File: src/rtl/fp32_pkg.sv
// Shared FP32 field widths, special encodings and the accumulator sequencer state type.
package fp32_pkg;
  localparam int unsigned FP_E_W = 8;
  localparam int unsigned FP_M_W = 23;
  localparam int unsigned FP_W   = 32;
  localparam int unsigned BIAS   = 127;

  localparam logic [FP_E_W-1:0] EXP_MAX     = 8'hFF;
  localparam logic [FP_W-1:0]   FP_POS_ZERO = 32'h0000_0000;
  localparam logic [FP_W-1:0]   FP_QNAN     = 32'h7FFF_FFFF;

  typedef enum logic [1:0] {
    ST_IDLE = 2'd0,
    ST_RUN  = 2'd1,
    ST_WAIT = 2'd2,
    ST_OUT  = 2'd3
  } acc_state_e;
endpackage

File: src/rtl/fp32_classify.sv
// Combinational class decode of an FP32 word (NaN, infinity, signed zero).
module fp32_classify
  import fp32_pkg::*;
(
  input  logic [FP_W-1:0] word,
  output logic            is_nan,
  output logic            is_inf,
  output logic            is_zero
);
  logic [FP_E_W-1:0] exp_f;
  logic [FP_M_W-1:0] man_f;

  assign exp_f   = word[FP_W-2 -: FP_E_W];
  assign man_f   = word[FP_M_W-1:0];
  assign is_nan  = (exp_f == EXP_MAX) && (man_f != '0);
  assign is_inf  = (exp_f == EXP_MAX) && (man_f == '0);
  // Shifting out the sign treats +0 and -0 alike.
  assign is_zero = ((word << 1) == FP_W'(0));
endmodule

File: src/rtl/fp_stream_accumulator.sv
// Frame accumulator wrapped around an external combinational/pipelined FP32 add/sub unit:
// loads operands, waits ADD_LAT cycles, captures the result and presents the frame total.
module fp_stream_accumulator
  import fp32_pkg::*;
#(
  parameter int unsigned ADD_LAT = 1,
  parameter int unsigned CNT_W   = 16
) (
  input  logic             clk,
  input  logic             rst,
  input  logic             in_valid,
  output logic             in_ready,
  input  logic [FP_W-1:0]  in_data,
  input  logic             in_sub,
  input  logic             in_last,
  output logic [FP_W-1:0]  add_a,
  output logic [FP_W-1:0]  add_b,
  output logic             add_op,
  input  logic [FP_W-1:0]  add_p,
  output logic             sum_valid,
  input  logic             sum_ready,
  output logic [FP_W-1:0]  sum_data,
  output logic [CNT_W-1:0] sum_count,
  output logic             sum_nan,
  output logic             sum_inf
);
  localparam int unsigned LAT_W = $clog2(ADD_LAT + 1);

  acc_state_e       state_q, state_d;
  logic [FP_W-1:0]  acc_q, acc_d;
  logic [FP_W-1:0]  add_a_q, add_a_d;
  logic [FP_W-1:0]  add_b_q, add_b_d;
  logic             add_op_q, add_op_d;
  logic [CNT_W-1:0] cnt_q, cnt_d;
  logic [LAT_W-1:0] lat_cnt_q, lat_cnt_d;
  logic             last_pend_q, last_pend_d;
  logic             in_ready_q, in_ready_d;
  logic             sum_valid_q, sum_valid_d;
  logic             in_fire;
  logic             acc_zero;

  assign in_fire = in_valid && in_ready_q;

  always_comb begin
    state_d     = state_q;
    acc_d       = acc_q;
    add_a_d     = add_a_q;
    add_b_d     = add_b_q;
    add_op_d    = add_op_q;
    cnt_d       = cnt_q;
    lat_cnt_d   = lat_cnt_q;
    last_pend_d = last_pend_q;
    unique case (state_q)
      // First element skips the adder, which cannot take a zero running sum.
      ST_IDLE: if (in_fire) begin
        acc_d   = {in_data[FP_W-1] ^ in_sub, in_data[FP_W-2:0]};
        cnt_d   = CNT_W'(1);
        state_d = in_last ? ST_OUT : ST_RUN;
      end
      ST_RUN: if (in_fire) begin
        add_a_d     = acc_q;
        add_b_d     = in_data;
        add_op_d    = ~in_sub;
        lat_cnt_d   = LAT_W'(ADD_LAT);
        last_pend_d = in_last;
        state_d     = ST_WAIT;
      end
      ST_WAIT: begin
        if (lat_cnt_q == LAT_W'(1)) begin
          acc_d = add_p;
          if (cnt_q != '1) cnt_d = cnt_q + CNT_W'(1);
          state_d = last_pend_q ? ST_OUT : ST_RUN;
        end else begin
          lat_cnt_d = lat_cnt_q - LAT_W'(1);
        end
      end
      ST_OUT: if (sum_ready) begin
        cnt_d   = '0;
        state_d = ST_IDLE;
      end
      default: state_d = ST_IDLE;
    endcase
    in_ready_d  = (state_d == ST_IDLE) || (state_d == ST_RUN);
    sum_valid_d = (state_d == ST_OUT);
  end

  always_ff @(posedge clk or posedge rst) begin
    if (rst) begin
      state_q     <= ST_IDLE;
      acc_q       <= FP_POS_ZERO;
      add_a_q     <= FP_POS_ZERO;
      add_b_q     <= FP_POS_ZERO;
      add_op_q    <= 1'b1;
      cnt_q       <= '0;
      lat_cnt_q   <= '0;
      last_pend_q <= 1'b0;
      in_ready_q  <= 1'b1;
      sum_valid_q <= 1'b0;
    end else begin
      state_q     <= state_d;
      acc_q       <= acc_d;
      add_a_q     <= add_a_d;
      add_b_q     <= add_b_d;
      add_op_q    <= add_op_d;
      cnt_q       <= cnt_d;
      lat_cnt_q   <= lat_cnt_d;
      last_pend_q <= last_pend_d;
      in_ready_q  <= in_ready_d;
      sum_valid_q <= sum_valid_d;
    end
  end

  fp32_classify u_classify (
    .word    (acc_q),
    .is_nan  (sum_nan),
    .is_inf  (sum_inf),
    .is_zero (acc_zero)
  );

  // A zero sum can never also decode as a special value.
  assert property (@(posedge clk) disable iff (rst) !(acc_zero && (sum_nan || sum_inf)));

  assign in_ready  = in_ready_q;
  assign sum_valid = sum_valid_q;
  assign sum_data  = acc_q;
  assign sum_count = cnt_q;
  assign add_a     = add_a_q;
  assign add_b     = add_b_q;
  assign add_op    = add_op_q;
endmodule

File: config.mk
export PLATFORM = sky130hd
export DESIGN_NAME = fp_stream_accumulator
export DESIGN_NICKNAME = d
export VERILOG_FILES = /design/src/rtl/fp32_pkg.sv /design/src/rtl/fp32_classify.sv /design/src/rtl/fp_stream_accumulator.sv
export SDC_FILE = /design/constraint.sdc
export NUM_CORES = 1
export LEC_CHECK = 0
export BUFFER_PORTS_ARGS = -buffer_cell sky130_fd_sc_hd__buf_4
export CORE_ASPECT_RATIO = 0.7
export CORE_UTILIZATION = 45
export CTS_CLUSTER_SIZE = 16
export DETAILED_ROUTE_END_ITERATION = 8
export GPL_TIMING_DRIVEN = 0
export HOLD_SLACK_MARGIN = 0.06
export PLACE_DENSITY = 0.76
export SYNTH_ARGS = -nofsm -noshare
export SYNTH_HDL_FRONTEND = slang
export SYNTH_SLANG_ARGS = --single-unit
File: constraint.sdc
create_clock -name clk -period 3.13 [get_ports clk]
set_input_delay 0.1565 -clock clk [delete_from_list [all_inputs] [get_ports clk]]
set_output_delay 0.1565 -clock clk [all_outputs]
set_load 0.005 [all_outputs]
==> results of run 1 <==
-- through the flow --
step	setup slack, ns	total power [mW]
floorplan	1.03	4.21
global placement	0.715	5.76
detailed placement	0.642	5.88
CTS	0.150	7.95
global route	0.140	8.45
finish	0.395	8.00
-- registers in the layout, summed over array words and instances (netlist names) --
signal	cells
sum_data	32
sum_valid	1
state_q	2
lat_cnt_q	1
add_op	1
add_b	32
add_a	32
in_ready	1
last_pend_q	1
sum_count	16
-- repair_timing --
action,in CTS,in global routing
resized for setup,0,1
setup endpoints to repair,0,1
hold endpoints to repair,87,0
hold buffers,68,0
-- final cells by class --
class | instances | area [sq um]
multi-input cells | 312 | 2090
flip-flops and latches | 119 | 2980
plain buffers | 26 | 109
clock inverters | 13 | 155
clock buffers | 18 | 429
well taps | 153 | 191
inverters | 8 | 33.8
fillers | 769 | 3010
repair buffers | 257 | 2140
-- routing by layer --
metal / global-route usage (%) / up-vias
met2: 47.6 / 247
met1: 40.2 / 2453
li1: - / 2249
met4: 9.20 / 0
met3: 7.18 / 25
met5: 0 / -
-- Yosys cell counts, types with 3 or more instances --
master    instances  area (sq um)
a21oi_1           5          25.0
a31oi_1          35           219
a41oi_1           3          26.3
buf_2             3          15.0
clkbuf_1         22          82.6
dfrtp_1         117          2930
inv_1             8          30.0
mux2_2           64           721
mux2i_1           3          30.0
nand2_1          81           304
nand3_1           5          25.0
nand4_1           9          56.3
nor2_1           36           135
nor3_1            5          25.0
nor4_1           12          75.1
o211ai_1          5          37.5
o21ai_0          11          55.1
o22a_1            3          26.3
or4_1             3          22.5
-- power groups by stage --
stage | Clock [mW] | Sequential, mW | Combinational, mW
finish | 1.96 | 2.88 | 3.16
global route | 2.06 | 2.96 | 3.43
CTS | 1.97 | 2.84 | 3.14
detailed placement | 0 | 2.85 | 3.03
global placement | 0 | 2.82 | 2.93
floorplan | 0 | 2.78 | 1.44
-- worst max-delay path, delay by kind of cell, from the launching register on --
| family | cells | cell delay, ns |
|---|---|---|
| AO/OA/AOI/OAI | 1 | 0.17 |
| flip-flops | 1 | 0.35 |
| buffers and inverters | 4 | 1.79 |
| AND/OR/NAND/NOR | 2 | 0.35 |
-- worst paths after layout --
kind / from / endpoint / slack [ns]
setup / recovery: state_q[1] / sum_data[20] / 0.40
hold / removal: sum_ready / in_ready / 0.10
setup reg to reg: state_q[1] / sum_data[20] / 0.40
hold reg to reg: add_op / add_op / 0.49
max in group asynchronous: rst / add_a[19] / 1.75
min in group asynchronous: rst / add_b[7] / 0.35
-- cells by family (layout without fill, tap and decap cells) --
group                    Yosys count  count (layout)  share of synthesized area [%]
AND/OR/NAND/NOR                  166             166                           14.8
flip-flops                       119             119                           57.3
AO/OA/AOI/OAI                     75              75                           9.96
multiplexers                      68              68                           14.7
buffers and inverters             34             322                           2.67
XOR/XNOR                           2               2                          0.337
adder cells (fa/ha/maj)            1               1                          0.241
==> results.md, run 1 <==
* Status: finished clean
* Setup-failing EPs final at 0
* Initial DRT Pass Iterations at 5
* Area grow syn2layout at 56.1%
* Worst setup EP type: flip-flop
* Root Buffer: clkbuf_16
* Max H-tree Level at 4
* R2R depth at 7
* Final net count at 812
* FMAX at 366 MHz
* Crit start category: flip-flop
* Final WL at 17100 um
* Chip height at between 90 and 100 um
* WHS at 0.104 ns
* Gr usage total at 29.9%
* Switch Pwr at 2.76 mW
* Hold Vio Cnt, Final at 0
* Die W at 131 um
* Share of layout cells above drive strength 1 at 39.3%
* TNS Setup at 0 ns
* Gpl congestion at 0.886
* Clock buffer count from CTS at 17
* Largest stage delay, worst path at approximately 0.56 ns
* Seq cells post-synth at around 120
* Site row count at 32
* Metal1 wirelength at 7310 um
* P_int at 5.25 mW
* Register area share after synthesis at 57.3%
* Ys async rst share at 100%
* Largest net degree at the start of global routing at 37
* Slew headroom at a little under half
* Slowest CP cell: dlygate4sd3_1
* Logic pwr share at 39.5%
* Warning count from the yosys run at 0
* Sink Count at between 100 and 150
* Starting density of the core at a little under half
* Deepest clock path buffer count at 2
* Flop pwr share at 36.0%
* Vias per cell at 5.49
* WP data required at 3.48 ns
* Top layer in use: met4
* Period utilisation layout at 87.4%
* Setup bufs post-CTS at 0
* Inst Count DP at 807
* Port Buf Inserts at between 150 and 200
* Reported leakage power at 3.67 nW
* Worst Max-Slew Pin Slew at 0.775 ns
* CTS tree: built
* IO Pins at 187
* DR iter-0 viols at approximately 390
* Netlist cell types at between 40 and 50
* Peak supply drop at 0.512 mV
* Min Tclk post-route at 2.73 ns
* Final ANT Viol Nets at 0
* First-pass GRT wire length at 26700 um
* Layout Skew at 0.0108 ns
* Number of standard cells in the final layout excluding fillers at 906
* WL per Instance at 18.9 um
* Hold path cells at 3
* Clock slew at reported path FFs at 0.06 ns
* Worst Hold Class: in2reg
* Core area at 0.0111 sq mm
* Commonest cells after routing, fill and taps aside: buf_4, dfrtp_1, nand2_1
* Cell Area, Placed at 0.00685 sq mm
* Hpwl dp at 11400 um
* WL met2 at 8310 um
* Net Count, Synth at about 540
* Synthesized area at approximately 0.0052 sq mm
* Number of remaining DRC errors at 0
* Commonest non-fill, non-tap cell in the layout: buf_4
* Crit path max fanout at 10
* CP dominant cell by count: clkbuf_1
* N_diodes at 0
* Fin. max-slew vios at 0
* CP arrival at 3.09 ns
* Skew-Pair Late Insertion Delay at 0.42 ns
* Power Density at 985 mW/mm^2
* Met3 routed WL at between 1000 and 1500 um
* Die ar. at 0.0120 sq mm
* Unrepaired setup endpoints after global routing: false
* Vias at 4974
* Number of enable flip-flop cells after synthesis at 0
* GRT overflow at 0
* Crit path cell chain: clkbuf_1, nor2b_1, clkbuf_1, clkbuf_1, nand2_1, a31oi_1, dlygate4sd3_1
* Switch share at 34.4%
* Avg Synthesized Cell Area at 11.2 sq um
* Crit path kind: reg2reg
* Number of global-route vias before repair at 4975
* Initial antenna violation count at 0
* Most used flip-flop cell after synthesis: dfrtp_1
* Clock power frac at 24.5%
* Post-route cell area at 0.00812 sq mm
* Syn Inst Count at 465
* Max-Cap Viols at 0
* Util after Layout at about 73%
Note: power is estimated with default switching activity, not from simulation.
==> inputs of run 2 (changes only) <==
PLACE_DENSITY = 0.83   (was 0.76)
RECOVER_POWER = 25   (was not set)
==> run 2 against run 1 <==
- the flow now finishes with violations (capacitance limit, slew limit)
- global-route usage rose by 0.24 points
- clock skew fell by 0.0031 ns
- total power rose by 2.6%
- utilization fell by 0.10 points
- flip-flop and latch count did not move
- sequential share of layout area rose by 0.051 points
- critical path depth fell by 1
- die area did not move
- first-iteration DRC count fell by 3.9%
- final cell count fell by 0.22%
- hold slack got worse by 0.040 ns
- largest power group unchanged
==> results.md, run 2 (synthesized netlist as in run 1, its figures left out) <==
* Status: complete, but fails checks
* Failing checks: capacitance limit, slew limit
* Crit start category: flip-flop
* CP Launch Point: state_q[1]
* Die ar. at 0.0120 sq mm (unchanged)
* Hold Vio Cnt, Final at 0 (unchanged)
* Sink Count at 119 (unchanged)
* Cts hold-fix bufs at 65 (-4.4%)
* Max H-tree Level at 4 (unchanged)
* Die W at 131 um (unchanged)
* Crit path cell chain: clkbuf_1, nand3b_1, a21oi_1, clkbuf_1, nor2_1, a31oi_1
* Clock buffer count from CTS at 17 (unchanged)
* DR iter-0 viols at 370 (-3.9%)
* Commonest non-fill, non-tap cell in the layout: buf_4
* CTS tree: built
* Final net count at 808 (-0.49%)
* Number of remaining DRC errors at 0 (unchanged)
* FMAX at 389 MHz (+6.5%)
* GRT overflow at 0 (unchanged)
* Setup bufs post-CTS at 0 (unchanged)
* Post-cts resize count at 0 (unchanged)
* Unrepaired setup endpoints after global routing: false
* R2R Path Start: state_q[1]
* Largest net degree at the start of global routing at 44 (+19%)
* Starting density of the core at 46.7% (unchanged)
* Deepest clock path buffer count at 2 (unchanged)
* Layout Skew at 0.00777 ns (-0.00306 ns)
* Crit path max fanout at 10 (unchanged)
* Skew-Pair Late Insertion Delay at 0.41 ns (about the same)
* Chip height at 92.0 um (unchanged)
* Power Density at 1010 mW/mm^2 (+2.8%)
* Vias at 4973 (-0.020%)
* Setup-failing EPs final at 0 (unchanged)
* Commonest cells after routing, fill and taps aside: buf_4, dfrtp_1, nand2_1
* Port Buf Inserts at 186 (unchanged)
* Crit path kind: reg2reg
* Reported leakage power at 3.63 nW (-1.1%)
* Final WL at 17500 um (+2.4%)
* Peak supply drop at 0.484 mV (-5.6%)
* Worst hold start: add_p[8]
* Share of layout cells above drive strength 1 at 37.5% (-1.8 points)
* Core area at 0.0111 sq mm (unchanged)
* R2R depth at 6 (-1)
* Worst setup EP type: flip-flop
* Setup crit end: sum_data[6]
* Area grow syn2layout at 55.9%
* Vias per cell at 5.50 (+0.20%)
* First-pass GRT wire length at 26700 um (about the same)
* Period utilisation layout at 82.1% (-5.3 points)
* Gpl congestion at 0.842 (-5.0%)
* Site row count at 32 (unchanged)
* Root Buffer: clkbuf_16
* FF/Latch Area at 0.00298 sq mm (unchanged)
* WL per Instance at 19.4 um (+2.6%)
* FILL cells at 776 (+0.91%)
* TNS Setup at 0 ns (unchanged)
* IO Pins at 187 (unchanged)
* RR Endpoint: sum_data[6]
* Clock slew at reported path FFs at 0.06 ns (about the same)
* Multi-input logic area at 0.00208 sq mm (-0.18%)
* CP arrival at 2.86 ns (-0.23 ns)
* Worst Max-Slew Pin Slew at 1.79 ns (+1.02 ns)
* Number of global-route vias before repair at 4994 (+0.38%)
* Initial DRT Pass Iterations at 5 (unchanged)
* Power Total at 8.21 mW (+2.6%)
* Slowest CP cell: a21oi_1
* Fin. max-slew vios at 35 (+35)
* Largest stage delay, worst path at 0.74 ns (+0.18 ns)
* Max-Cap Viols at 1 (+1)
* Worst Hold Class: in2reg
* CP dominant cell by count: clkbuf_1
* Min Tclk post-route at 2.57 ns (-0.166 ns)
* R2r setup slk at 0.56 ns (+0.17 ns)
* Slew headroom at -20.3% (-68 points)
* Final ANT Viol Nets at 0 (unchanged)
* Initial antenna violation count at 1 (+1)
* WP data required at 3.42 ns (-0.06 ns)
* Gr usage total at 30.1% (+0.24 points)
* Hpwl dp at 11200 um (-1.6%)
## run 2: cell count changes in the layout (fill, tap and decap cells not counted), moves of 2 or more
cell,previous run,this run
bufinv_16,3,6
dlygate4sd3_1,68,65
buf_4,186,129
clkinvlp_4,4,2
clkinv_2,5,0
clkbuf_4,0,44
clkbuf_1,23,37
clkinv_4,1,4
## run 2: metal layers
metal  up-vias  GRT usage [%]  routed length, um
li1       2230              -                  -
met1      2450           38.6               7250
met2       251           48.7               8480
met3        42           7.88               1420
met4         0           11.3                378
met5         -              0                  0
## run 2: critical path: cells and delay by family (launching register included)
kind	cells	cell delay (ns)
compound gates	2	1.02
buf+inv	2	0.71
flops	1	0.38
simple gates	2	0.34
## run 2: per-stage QoR
| stage | util [%] | std cells | hold WS [ns] | cell area (sq um) | setup slack [ns] |
|---|---|---|---|---|---|
| 2_1_floorplan | - | 465 | 0.233 | 5200 | 1.03 |
| 3_3_place_gp | 61.0 | 804 | 0.340 | 6790 | 0.757 |
| 3_5_place_dp | 61.4 | 806 | 0.360 | 6830 | 0.684 |
| 4_1_cts | 73.3 | 903 | 0.0605 | 8160 | 0.601 |
| 5_1_grt | 72.9 | 904 | 0.0605 | 8110 | 0.416 |
| 6_report | 72.9 | 904 | 0.0637 | 8110 | 0.561 |
## run 2: worst min-delay path by stage
stage / slack [ns] / cells after the start / to
6_report: 0.06 / 3 / sum_data[8]
3_3_place_gp: 0.34 / 2 / add_op
4_1_cts: 0.06 / 3 / sum_data[8]
2_1_floorplan: 0.23 / 1 / add_op
5_1_grt: 0.06 / 3 / sum_data[8]
3_5_place_dp: 0.36 / 2 / sum_data[27]
## run 2: area by class of cell
type | count | area share (%)
clock inverters | 14 | 3.05
inverters | 8 | 0.386
multi-input cells | 312 | 25.7
repair buffers | 253 | 25.1
clock buffers | 18 | 5.29
diodes | 1 | 0.0309
well taps | 153 | 2.36
flip-flops and latches | 119 | 36.7
plain buffers | 26 | 1.33
## run 2: power by group
group | internal (mW) | leakage (nW) | switching, mW
logic | 1.63 | 1.91 | 1.48
registers | 2.27 | 1.40 | 0.596
clock network | 1.50 | 0.321 | 0.733
==> inputs of run 3 (changes only) <==
ABC_AREA = 1   (was not set)
clock period = 2.2 ns   (was 3.13 ns; I/O delays follow)
==> run 3 against run 2 <==
- register-to-register slack lost 0.20 ns
- via count grew 13%
- count of clock-buffer cells in the layout grew 1
- hold slack gained 0.011 ns
- global-route usage grew 1.2 points
- combinational power grew 45%
- the flow now finishes without violations
- largest power group unchanged
- design area grew 1.7%
- clock power grew 26%
- first-iteration DRC count shrank 8.1%
- synthesized cell count grew 35%
- non-clock buffer count grew 4
- final cell count grew 18%
==> results.md, run 3 <==
* Post-synth top cells: nand2_1, dfrtp_1, inv_1
* Core area at 0.0113 sq mm (+1.4%)
* Syn Inst Count at 630 (+35%)
* Clock buffer count from CTS at 17 (unchanged)
* Reported leakage power at 4.21 nW (+16%)
* Final WL at 18600 um (+6.1%)
* CP arrival at 2.10 ns (-0.76 ns)
* Register area share after synthesis at 55.5% (-1.8 points)
* Period utilisation layout at 83.7% (+1.6 points)
* Crit start category: flip-flop
* Cell with the most instances after synthesis: nand2_1
* CP dominant cell by count: nand2_1
* WHS at 0.0748 ns (+0.0111 ns)
* Cts hold-fix bufs at 66 (+1.5%)
* Gpl congestion at 0.886 (+5.2%)
* Synth Area in Compound Gates at 10.9% (+0.97 points)
* Largest stage delay, worst path at 0.53 ns (-0.21 ns)
* Status: finished clean
* Max-Cap Viols at 0 (-1)
* Crit path cell chain: nand2_1, inv_1, nand2_1, nand2_2, clkbuf_1, o21ai_0
* Hpwl dp at 12400 um (+11%)
* FMAX at 543 MHz (+40%)
* Final net count at 975 (+21%)
* IO Pins at 187 (unchanged)
* Mux contribution to synthesized area at 0% (-15 points)
* Worst Hold Class: in2reg
* Commonest non-fill, non-tap cell in the layout: nand2_1
* Commonest cells after routing, fill and taps aside: nand2_1, buf_4, dfrtp_1
* Top post-synthesis cells by area: dfrtp_1, nand2_1, o21ai_0
* Port Buf Inserts at 186 (unchanged)
* Largest net degree at the start of global routing at 41 (-6.8%)
* Worst Max-Slew Pin Slew at 1.00 ns (-0.792 ns)
* CTS tree: built
* Skew-Pair Late Insertion Delay at 0.41 ns (about the same)
* Slowest CP cell: dfstp_2
* Initial DRT Pass Iterations at 5 (unchanged)
* Crit path kind: reg2reg
* Deepest clock path buffer count at 2 (unchanged)
* WL per Instance at 17.4 um (-10%)
* R2r setup slk at 0.36 ns (-0.20 ns)
* Power Density at 1350 mW/mm^2 (+34%)
* Number of global-route vias before repair at 5616 (+12%)
* Site row count at 32 (unchanged)
* RR Endpoint: sum_data[25]
* Yosys top cell by area: dfrtp_1
* Unrepaired setup endpoints after global routing: false
* Synthesized area at 0.00537 sq mm (+3.2%)
* Post-cts resize count at 0 (unchanged)
* Hold Vio Cnt, Final at 0 (unchanged)
* Max H-tree Level at 4 (unchanged)
* Area grow syn2layout at 53.6%
* Hold path cells at 3 (unchanged)
* Warning count from the yosys run at 0 (unchanged)
* Worst setup margin at 0.359 ns (-0.202 ns)
* Simple-gate area share of the yosys netlist at 25.2% (+10 points)
* Share of layout cells above drive strength 1 at 29.9% (-7.6 points)
* Vias per cell at 5.23 (-4.9%)
* Root Buffer: clkbuf_16
* Post-synth top area share at 54.5% (-1.7 points)
* Net Count, Synth at 701 (+31%)
* Post-Synth Adder-Cell Area at 0.233% (-0.0075 points)
* Vias at 5596 (+13%)
* Setup bufs post-CTS at 0 (unchanged)
* Clock slew at reported path FFs at 0.06 ns (about the same)
* Post-route cell area at 0.00825 sq mm (+1.7%)
* DR iter-0 viols at 340 (-8.1%)
* Util after Layout at 73.0% (+0.16 points)
* Peak supply drop at 0.768 mV (+59%)
* Seq cells post-synth at 119 (unchanged)
* Most used flip-flop cell after synthesis: dfrtp_1
* R2R Path Start: in_ready
* GRT overflow at 0 (unchanged)
* First-pass GRT wire length at 29400 um (+10%)
* Chip height at 93.4 um (+1.5%)
* Largest family of logic cells by synthesized area: simple AND/OR/NAND/NOR gates
* Layout Skew at 0.0176 ns (+0.00987 ns)
* Post-place setup slack at 0.442 ns (-0.242 ns)
* Final ANT Viol Nets at 0 (unchanged)
* Initial antenna violation count at 0 (-1)
* Power Total at 11.2 mW (+36%)
* Number of enable flip-flop cells after synthesis at 0 (unchanged)
* Starting density of the core at 47.5% (+0.81 points)
* Avg Synthesized Cell Area at 8.52 sq um (-24%)
* Sink Count at 119 (unchanged)
* Worst setup EP type: flip-flop
* WP data required at 2.46 ns (-0.96 ns)
* Gr usage total at 31.3% (+1.2 points)
* Fin. max-slew vios at 0 (-100%)
* Setup-failing EPs final at 0 (unchanged)
* Min Tclk post-route at 1.84 ns (-0.728 ns)
* Netlist cell types at 33 (-31%)
* Ys async rst share at 100% (unchanged)
* Crit path max fanout at 10 (unchanged)
* Die W at 133 um (+1.6%)
* Cell Area, Placed at 0.00702 sq mm (+2.7%)
* Die ar. at 0.0124 sq mm (+3.1%)
* Hold endpoint: sum_data[17]
* Number of remaining DRC errors at 0 (unchanged)
* R2R depth at 6 (unchanged)
* XOR/XNOR Fraction of Synth Area at 1.31% (+0.97 points)
* Worst hold start: add_p[17]
* N_diodes at 0 (-1)
* Slew headroom at 33.2% (+53 points)
[run 3: changes by cell type in the layout (fill, tap and decap cells not counted), sizes merged, moves of 4 or more]
cell	change
a31oi	-17
buf	+72
clkbuf	-68
clkinvlp	+4
inv	+47
mux2	-65
nand2	+157
nand3	+13
nor2	+9
nor4	-11
o211ai	+9
o21ai	+53
[run 3: area by class of cell]
cell class,instances,area [sq um]
clock buffers,19,443
inverters,57,215
well taps,153,191
clock inverters,13,155
multi-input cells,426,2020
repair buffers,255,2090
fillers,816,3050
flip-flops and latches,119,2980
plain buffers,28,151
[run 3: routing by layer]
metal | up-vias | GRT usage [%] | share of wire [%]
met2 | 319 | 52.1 | 48
met4 | 0 | 11.2 | 2.4
met5 | - | 0 | 0
met3 | 45 | 6.50 | 8.0
met1 | 2658 | 40.8 | 42
li1 | 2574 | - | -
[run 3: logic make-up after synthesis]
group	after synthesis
simple gates	316
flops	119
compound gates	101
buf+inv	85
xor+xnor	8
fa+ha+maj	1
[run 3: through the flow]
stage          instances  setup TNS [ns]
2_1_floorplan        630               0
3_3_place_gp         969          -13.89
3_5_place_dp         972               0
4_1_cts             1070               0
5_1_grt             1070               0
6_report            1070               0
[run 3: how the worst max path moves through the flow]
stage,to,from,cells after the start
2_1_floorplan,add_a[0],rst,1
3_3_place_gp,add_b[11],rst,2
3_5_place_dp,sum_data[18],in_ready,6
4_1_cts,sum_data[25],in_ready,6
5_1_grt,add_a[0],rst,4
6_report,sum_data[25],in_ready,6
[run 3: worst max-delay path: cells and delay by family, from the launching register on]
family                 cells  cell delay (ns)
flip-flops                 1             0.53
AND/OR/NAND/NOR            3             0.46
AO/OA/AOI/OAI              1             0.16
buffers and inverters      2             0.52
[run 3: where the power goes]
group / switching [mW] / internal, mW
combinational: 2.44 / 2.06
clock: 1.02 / 1.80
sequential: 0.719 / 3.13
